**config.mk**
```make
export PLATFORM = sky130hd
export DESIGN_NAME = hs_ddr_word_deserializer
export DESIGN_NICKNAME = d
export VERILOG_FILES = /design/src/rtl/hs_ddr_word_deserializer.sv
export SDC_FILE = /design/constraint.sdc
export NUM_CORES = 1
export LEC_CHECK = 0
export BUFFER_PORTS_ARGS = -buffer_cell sky130_fd_sc_hd__clkbuf_2
export CORE_UTILIZATION = 25
export CTS_CLUSTER_DIAMETER = 60
export CTS_CLUSTER_SIZE = 10
export DETAILED_ROUTE_END_ITERATION = 8
export SYNTH_ARGS = -nofsm -noshare
export SYNTH_HDL_FRONTEND = slang
export SYNTH_SLANG_ARGS = --single-unit
```
**constraint.sdc**
```tcl
create_clock -name RxDDRClkHS -period 4.7 [get_ports RxDDRClkHS]
set_input_delay 0.47 -clock RxDDRClkHS [delete_from_list [all_inputs] [get_ports RxDDRClkHS]]
set_output_delay 0.47 -clock RxDDRClkHS [all_outputs]
set_load 0.02 [all_outputs]
```
**src/rtl/hs_ddr_word_deserializer.sv**
```systemverilog
// ---------------------------------------------------------------------------
// hs_ddr_word_deserializer
//
// HS receive front end. serial_in is sampled on both edges of RxDDRClkHS,
// so two bits arrive per rising-edge cycle. The block hunts for the sync
// word at either bit phase and locks the word boundary. It then emits
// aligned WIDTH-bit words, each with a one-cycle valid strobe. Every output
// is registered in the rising-edge domain.
//
// Parameters
//   WIDTH  word width in bits; must be even and >= 4
//   SYNC   sync word, transmitted LSB first
//
// Ports
//   RxDDRClkHS    in   HS DDR clock; data is valid on both edges
//   RxRst_n       in   asynchronous active-low reset
//   serial_in     in   HS serial data
//   deff_en       in   capture enable (HS burst active)
//   rx_pair       out  [0] = bit at previous falling edge,
//                      [1] = bit at current rising edge
//   locked        out  word boundary found
//   sync_det      out  1-cycle pulse: sync word found
//   data_out      out  aligned word, LSB = first received bit; holds between strobes
//   data_valid    out  1-cycle pulse: new data_out
//   partial_drop  out  1-cycle pulse: burst ended with an incomplete word discarded
// ---------------------------------------------------------------------------
module hs_ddr_word_deserializer #(
    parameter int               WIDTH = 8,
    parameter logic [WIDTH-1:0] SYNC  = 8'hB8
) (
    input  logic             RxDDRClkHS,
    input  logic             RxRst_n,
    input  logic             serial_in,
    input  logic             deff_en,
    output logic [1:0]       rx_pair,
    output logic             locked,
    output logic             sync_det,
    output logic [WIDTH-1:0] data_out,
    output logic             data_valid,
    output logic             partial_drop
);

    localparam int HALF = WIDTH / 2;
    localparam int CW   = $clog2(HALF + 1);

    typedef enum logic [1:0] {
        ST_IDLE,
        ST_HUNT,
        ST_LOCKED
    } state_e;

    state_e           state_q;
    logic             fall_q;
    logic [WIDTH:0]   hist_q;
    logic [WIDTH:0]   hist_d;
    logic [CW-1:0]    cnt_q;
    logic             off_q;
    logic [1:0]       rx_pair_q;
    logic             locked_q;
    logic             sync_det_q;
    logic [WIDTH-1:0] data_out_q;
    logic             data_valid_q;
    logic             partial_drop_q;

    logic [1:0]       pair;
    logic             m0;
    logic             m1;
    logic [WIDTH-1:0] word;
    logic             word_done;

    // The falling-edge half of the DDR capture. Its bit is older than the
    // bit that serial_in presents at the following rising edge.
    always_ff @(negedge RxDDRClkHS or negedge RxRst_n) begin
        if (!RxRst_n) fall_q <= 1'b0;
        else          fall_q <= serial_in;
    end

    assign pair = {serial_in, fall_q};

    // hist[0] is the oldest bit. New pairs enter at the top, so the older bit
    // (fall) ends up at WIDTH-1 and the newer bit (rise) at WIDTH.
    assign hist_d = {pair, hist_q[WIDTH:2]};

    // One spare history bit lets both bit phases be checked every cycle.
    // The two windows differ only by that one bit.
    assign m0 = (hist_q[WIDTH-1:0] == SYNC);
    assign m1 = (hist_q[WIDTH:1]   == SYNC);

    assign word      = off_q ? hist_q[WIDTH:1] : hist_q[WIDTH-1:0];
    assign word_done = (cnt_q == CW'(HALF));

    always_ff @(posedge RxDDRClkHS or negedge RxRst_n) begin
        if (!RxRst_n) begin
            state_q        <= ST_IDLE;
            hist_q         <= '0;
            cnt_q          <= '0;
            off_q          <= 1'b0;
            rx_pair_q      <= '0;
            locked_q       <= 1'b0;
            sync_det_q     <= 1'b0;
            data_out_q     <= '0;
            data_valid_q   <= 1'b0;
            partial_drop_q <= 1'b0;
        end else begin
            rx_pair_q      <= pair;
            sync_det_q     <= 1'b0;
            data_valid_q   <= 1'b0;
            partial_drop_q <= 1'b0;

            if (!deff_en) begin
                // End of burst. A word that is complete on this edge is still
                // delivered. Any other leftover bits are reported as dropped.
                if (state_q == ST_LOCKED) begin
                    if (word_done) begin
                        data_out_q   <= word;
                        data_valid_q <= 1'b1;
                    end else begin
                        partial_drop_q <= 1'b1;
                    end
                end
                state_q  <= ST_IDLE;
                locked_q <= 1'b0;
                cnt_q    <= '0;
            end else begin
                case (state_q)
                    // The first enabled edge only arms the hunt. Its pair is
                    // not shifted in.
                    ST_IDLE: begin
                        state_q <= ST_HUNT;
                    end

                    ST_HUNT: begin
                        hist_q <= hist_d;
                        if (m0 || m1) begin
                            state_q    <= ST_LOCKED;
                            locked_q   <= 1'b1;
                            off_q      <= ~m0;    // offset 0 wins a tie
                            sync_det_q <= 1'b1;
                            cnt_q      <= CW'(1);
                        end
                    end

                    // Once locked, the word stream is taken as-is. A data word
                    // that equals SYNC is ordinary payload.
                    ST_LOCKED: begin
                        hist_q <= hist_d;
                        if (word_done) begin
                            data_out_q   <= word;
                            data_valid_q <= 1'b1;
                            cnt_q        <= CW'(1);
                        end else begin
                            cnt_q <= cnt_q + CW'(1);
                        end
                    end

                    default: begin
                        state_q <= ST_IDLE;
                    end
                endcase
            end
        end
    end

    assign rx_pair      = rx_pair_q;
    assign locked       = locked_q;
    assign sync_det     = sync_det_q;
    assign data_out     = data_out_q;
    assign data_valid   = data_valid_q;
    assign partial_drop = partial_drop_q;

endmodule
```
==> results by group, run 1 <==
Detailed routing
  – Drt pass-1 iters: 4
  – Post-Route M1 WL: between 1000 and 1500 um
  – Post-detailed-route count of antenna-violating nets: 0
  – DR vias/cell: ~4.3
  – Routed via count: 893
  – Met3 Routed Length: 106 um
  – Drt total wl: around 2400 um
  – Iteration-0 DRC Markers: 40
  – Drc violations: 0
  – DR WL met2: about 1100 um
  – Routed len/inst: around 12 um
  – Highest Signal Layer: met4

Floorplanning
  – Std-Cell Rows: 26
  – Die width: between 70 and 80 um
  – Die area: around 5800 um^2
  – Die extent in y: between 70 and 80 um
  – Core box area: around 5200 um^2
  – Starting Density: 26.6%
  – Ports: 18

Timing
  – Fin Setup TNS: 0 ns
  – Final hold slack: roughly 0.27 ns
  – Final WS setup: between 1.5 and 2 ns
  – Max Slew Vio Count: 0
  – Final hold violations: 0
  – Least-Margin Pin Slew: between 0.5 and 0.6 ns
  – Unrepaired setup endpoints after global routing: no
  – Final setup violation count: 0
  – Relative slew slack: about 64%
  – Clock skew: 0.00982 ns

CTS
  – CTS tree: built
  – Clock Tree Buf Depth: 2
  – Clock transition at path regs: 0.06 ns
  – Post-CTS setup buffers: 0
  – CTS Buf Count: 5
  – H-tree depth: 2
  – Root Driver: clkbuf_8
  – Clock Sink Count: 30
  – Hold_buf cts: 0
  – CTS resizes: 0
  – Clock Latency Late Sink: between 0.2 and 0.3 ns

Yosys
  – Number of synthesized flops with an enable pin: 0
  – Syn. warnings: 0
  – Netlist cell types: 25
  – Area contributors post-synth: dfrtp_1, mux2i_1, mux2_2
  – Ys async rst share: 100%
  – Post-synth top area share: between 50% and 60%
  – Cells after Synth: between 100 and 150
  – Area leader, netlist: dfrtp_1
  – Sequential fraction of the synthesis area: between 50% and 60%
  – Post-synthesis net count: between 100 and 150
  – Yosys reg bits: 30
  – Syn Std Cell Area: ~1400 um^2
  – Synth Flop Type: dfrtp_1
  – Mean Syn Cell Area: around 12 um^2

Critical path
  – Type of origin of the critical path: flip-flop
  – Slowest CP cell: dfrtn_1
  – Critical path type: reg2reg
  – CP delay by family, top: flip-flops
  – Worst Path Required: between 4 and 5 ns
  – Buf/Inv on CP: 0
  – CP max FO: 2
  – Critical path arrival: between 3 and 4 ns
  – CP peak stage delay: ~0.34 ns
  – Critical Path, Cell by Cell: mux2_2
  – CP endpoint kind: flip-flop

Hold path
  – Worst hold path type: in2async

Finish
  – Layout cells sized above 1: about 30%
  – Final Cell Area: 1640 um^2
  – P&R area growth vs syn: 18.7%
  – Net count, final: 146
  – ANT cells: 0

Global routing
  – Largest net degree at the start of global routing: 30
  – Total congestion overflow: 0
  – Gr usage total: under 10%
  – Initial antenna violation count: 0
  – Vias in the first global route: between 800 and 900
  – First-pass GRT wire length: between 4000 and 5000 um

Power
  – PwrDens: slightly below 500 nW/um^2
  – Psw: between 0.0002 and 0.0003 W
  – Worst vdd ir: between 0.0001 and 0.00015 V
  – Sw Ratio: a little under a third
  – P_int: about 0.00055 W
  – Clk network pwr share: between 20% and 30%
  – P_leak: 0.746 nW
  – Sequential power share: a little under half
  – Combinational power share: 26.6%

Run
  – Max Cap Violations: 0

Place
  – Placed Area: 1550 um^2
  – GPL Wtd Cong: 0.756
  – DP HPWL: roughly 1800 um
  – Pre-CTS WS: ~1.6 ns
  – Port buffer count: 17

Outcome
  – Status: complete, no violations
## final timing paths
path / to / cells past startpoint / slack (ns) / start
worst min-delay path: off_q / 2 / 0.27 / RxRst_n
min in group RxDDRClkHS: rx_pair[1] / 1 / 0.33 / serial_in
worst max register to register: hist_q[7] / 1 / 1.64 / fall_q
max in group asynchronous: fall_q / 1 / 2.34 / RxRst_n
worst max-delay path: hist_q[7] / 1 / 1.64 / fall_q
worst min register to register: data_out[1] / 2 / 0.48 / data_out[1]
## state kept, by name, indices dropped and copies added (netlist names)
| register | count |
|---|---|
| rx_pair | 2 |
| data_valid | 1 |
| fall_q | 1 |
| data_out | 8 |
| cnt_q | 3 |
| state_q | 2 |
| sync_det | 1 |
| locked | 1 |
| partial_drop | 1 |
| off_q | 1 |
| hist_q | 9 |
## metal layers
layer | up-vias | global-route usage, %
met5 | - | 0
met4 | 0 | 5.77
met3 | 7 | 3.23
met2 | 27 | 13.5
met1 | 421 | 12.0
li1 | 438 | -
## through the flow
step | std cells | util (%) | power, W
after global placement | 199 | 29.8 | 0.000595
after CTS | 207 | 31.5 | 0.000814
after floorplan | 114 | - | 0.000545
final | 207 | 31.5 | 0.000803
after detailed placement | 199 | 29.8 | 0.000601
after global routing | 207 | 31.5 | 0.000859
## power by group through the flow
stage          combinational, W  sequential (W)  clock (W)
2_1_floorplan          0.000185        0.000360          0
3_3_place_gp           0.000213        0.000382          0
3_5_place_dp           0.000217        0.000384          0
6_report               0.000214        0.000379   0.000210
5_1_grt                0.000236        0.000389   0.000234
4_1_cts                0.000218        0.000379   0.000218
## cells in the mapped netlist (all sizes together), types with 2 or more instances
master   n
nand2   16
a31oi    2
clkbuf   2
o21ai    8
nand2b   2
and4bb   3
ha       6
and3     2
inv      9
dfrtp   29
mux2i   11
a21oi    4
nand3    2
mux2    10
## logic make-up after synthesis
family	after synthesis	synth area share, %
buf+inv	12	3.35
simple gates	28	12.0
flops	30	54.3
mux	21	16.4
fa+ha+maj	6	5.43
compound gates	17	8.51
## cell usage in the layout, fill, tap and decap left out, drive strengths merged
| cell type | netlist | routed |
|---|---|---|
| dfrtp | 29 | 29 |
| clkbuf | 2 | 24 |
| nand2 | 16 | 16 |
| mux2i | 11 | 11 |
| mux2 | 10 | 10 |
| inv | 9 | 9 |
| o21ai | 8 | 8 |
| ha | 6 | 6 |
| a21oi | 4 | 4 |
| and4bb | 3 | 3 |
| nand3 | 2 | 2 |
| and3 | 2 | 2 |
| a31oi | 2 | 2 |
| nand2b | 2 | 2 |
| nor2 | 1 | 1 |
| nor2b | 1 | 1 |
| o211ai | 1 | 1 |
| o22a | 1 | 1 |
| a2111oi | 1 | 1 |
| nor4b | 1 | 1 |
| clkinv | 0 | 1 |
| dfrtn | 1 | 1 |
| buf | 1 | 1 |
## layout make-up
class                           count  area, um^2
Tap cell                           70        87.6
Timing Repair Buffer               18        92.6
Clock buffer                        7        86.3
Fill cell                         554        3560
Multi-Input combinational cell     72         586
Sequential cell                    30         751
Clock inverter                      1        5.00
Inverter                            9        33.8
(Power assumes the default switching activity.)
==> inputs of run 2 (changes only) <==
ABC_AREA = 1   (was default)
clock period = 2.63 ns   (was 4.7 ns; I/O delays follow)
==> run 2 against run 1 <==
Against the previous run: utilization is 0.98 points lower; setup slack worse by 0.97 ns; hold slack worse by 0.24 ns; largest power group unchanged; critical endpoint unchanged; clock power is 78% higher; combinational power is 94% higher.
==> results by group, run 2 <==
Yosys
  – Combinational family with the most area after synthesis: simple AND/OR/NAND/NOR gates
  – Mean Syn Cell Area: a little over 9 um^2
  – Top cells by count, synth: nand2_1, dfrtp_1, inv_1
  – Most frequent cell after synthesis: nand2_1
  – Yosys reg bits: 30
  – Post-synth top area share: 50.7%
  – Sequential fraction of the synthesis area: 52.4%
  – Number of synthesized flops with an enable pin: 0
  – Netlist cell types: 24
  – Post-synthesis mux area share: less than 1%
  – Syn. warnings: 0
  – Syn Std Cell Area: roughly 1400 um^2
  – Synth Area in XOR/XNOR: less than 1%
  – Area leader, netlist: dfrtp_1
  – Post-synthesis net count: 168
  – Synth Area in Compound Gates: between 10% and 20%
  – Simple-gate area share of the yosys netlist: between 20% and 30%
  – Synth Area in Adders: roughly 5.2%
  – Ys async rst share: 100%
  – Cells after Synth: roughly 160
  – Synth Flop Type: dfrtp_1
  – Area contributors post-synth: dfrtp_1, nand2_1, ha_1

Detailed routing
  – Iteration-0 DRC Markers: 50
  – Post-detailed-route count of antenna-violating nets: 0
  – Routed len/inst: between 10 and 15 um
  – Drt total wl: 2590 um
  – Routed via count: ~1.0k
  – Drt pass-1 iters: 4
  – Drc violations: 0
  – DR vias/cell: 4.13

Floorplanning
  – Die extent in y: 77.7 um
  – Ports: 18
  – Die width: approximately 78 um
  – Die area: between 6000 and 7000 um^2
  – Core box area: between 5000 and 6000 um^2
  – Std-Cell Rows: 27
  – Starting Density: roughly a quarter

Critical path
  – Critical path type: reg2reg
  – Reg-to-Reg Start: fall_q
  – Worst reg2reg endpoint: hist_q[7]
  – Reg2reg path depth: 2
  – Worst Path Required: around 2.8 ns
  – CP max FO: 2
  – Critical path arrival: 2.16 ns
  – Type of origin of the critical path: flip-flop
  – Internal reg-to-reg setup slack: 0.67 ns
  – CP endpoint kind: flip-flop

Finish
  – Largest Register: hist_q
  – Largest register FFs: 9
  – Most frequent cells in the layout: nand2_1, dfrtp_1, clkbuf_2
  – Layout cells sized above 1: about a quarter
  – Net count, final: about 190
  – Register Area: 751 um^2
  – Multi-input logic area: just under 600 um^2
  – FILL cells: around 590
  – Final Cell Area: 1680 um^2
  – ANT cells: 0
  – P&R area growth vs syn: 17.5%
  – Most common cell after layout, fill and taps aside: nand2_1

Power
  – P_leak: 0.892 nW
  – Worst vdd ir: 0.000283 V
  – Total power: between 0.001 and 0.0015 W
  – PwrDens: roughly 850 nW/um^2

CTS
  – CTS Buf Count: 5
  – Clock Latency Late Sink: between 0.2 and 0.3 ns
  – Root Driver: clkbuf_8
  – Clock Tree Buf Depth: 2
  – H-tree depth: 2
  – CTS resizes: 0
  – Post-CTS setup buffers: 0
  – CTS tree: built
  – Clock transition at path regs: roughly 0.06 ns
  – Clock Sink Count: 30
  – Hold_buf cts: 0

Timing
  – Relative slew slack: 67.0%
  – Least-Margin Pin Slew: 0.495 ns
  – Max Slew Vio Count: 0
  – Final hold violations: 0
  – Clock skew: around 0.011 ns
  – Unrepaired setup endpoints after global routing: no
  – Final setup violation count: 0
  – Fin Setup TNS: 0 ns

Run
  – Max Cap Violations: 0

Place
  – GPL Wtd Cong: 0.717
  – DP HPWL: roughly 1900 um
  – Placed Area: between 1500 and 2000 um^2
  – Port buffer count: 17

Global routing
  – Gr usage total: about a tenth
  – Largest net degree at the start of global routing: 30
  – Total congestion overflow: 0
  – Vias in the first global route: roughly 1,000
  – First-pass GRT wire length: 4520 um
  – Initial antenna violation count: 0

Outcome
  – Status: complete, no violations

Hold path
  – Worst hold path type: in2async
[run 2: cell families (layout without fill, tap and decap cells)]
| group | Yosys count | after routing |
|---|---|---|
| AO/OA/AOI/OAI | 25 | 25 |
| XOR/XNOR | 1 | 1 |
| AND/OR/NAND/NOR | 72 | 72 |
| buffers and inverters | 23 | 45 |
| flip-flops | 30 | 30 |
| multiplexers | 1 | 1 |
| adder cells (fa/ha/maj) | 6 | 6 |
[run 2: routing by layer]
layer | vias up | track usage [%] | wire [um]
li1 | 542 | - | -
met1 | 480 | 13.0 | 1330
met3 | 5 | 3.53 | 91
met2 | 13 | 14.1 | 1130
met5 | - | 0 | 0
met4 | 0 | 4.53 | 35
[run 2: metrics by stage]
step / utilization (%) / hold slack, ns / setup slack [ns] / instances
floorplan: - / -0.0326 / 0.726 / 158
global placement: 28.9 / 0.330 / 0.698 / 244
detailed placement: 28.9 / 0.332 / 0.687 / 244
CTS: 30.6 / 0.0320 / 0.670 / 252
global route: 30.6 / 0.0515 / 0.663 / 252
finish: 30.6 / 0.0215 / 0.668 / 252
[run 2: how the worst max path moves through the flow]
| stage | from | end | cells past startpoint |
|---|---|---|---|
| after floorplan | fall_q | hist_q[7] | 2 |
| after global placement | fall_q | hist_q[7] | 2 |
| after detailed placement | fall_q | hist_q[7] | 2 |
| after CTS | fall_q | hist_q[7] | 2 |
| after global routing | fall_q | hist_q[7] | 2 |
| final | fall_q | hist_q[7] | 2 |
[run 2: cell type report]
class,count,share of cell area (%)
Tap cell,72,5.35
Timing Repair Buffer,18,5.50
Multi-Input combinational cell,105,34.6
Inverter,19,4.54
Sequential cell,30,44.6
Clock buffer,8,5.35
[run 2: critical path, cell delays in order (launching register included)]
cell and delay, ns:
dfrtn_1 0.40, nor2_1 0.05, a21oi_1 0.11
[run 2: power by group]
part	total (W)	switching, W	internal [W]
Sequential	0.000651	0.0000931	0.000558
Combinational	0.000415	0.000270	0.000145
Clock	0.000373	0.000160	0.000213
Total	0.00144	0.000523	0.000916
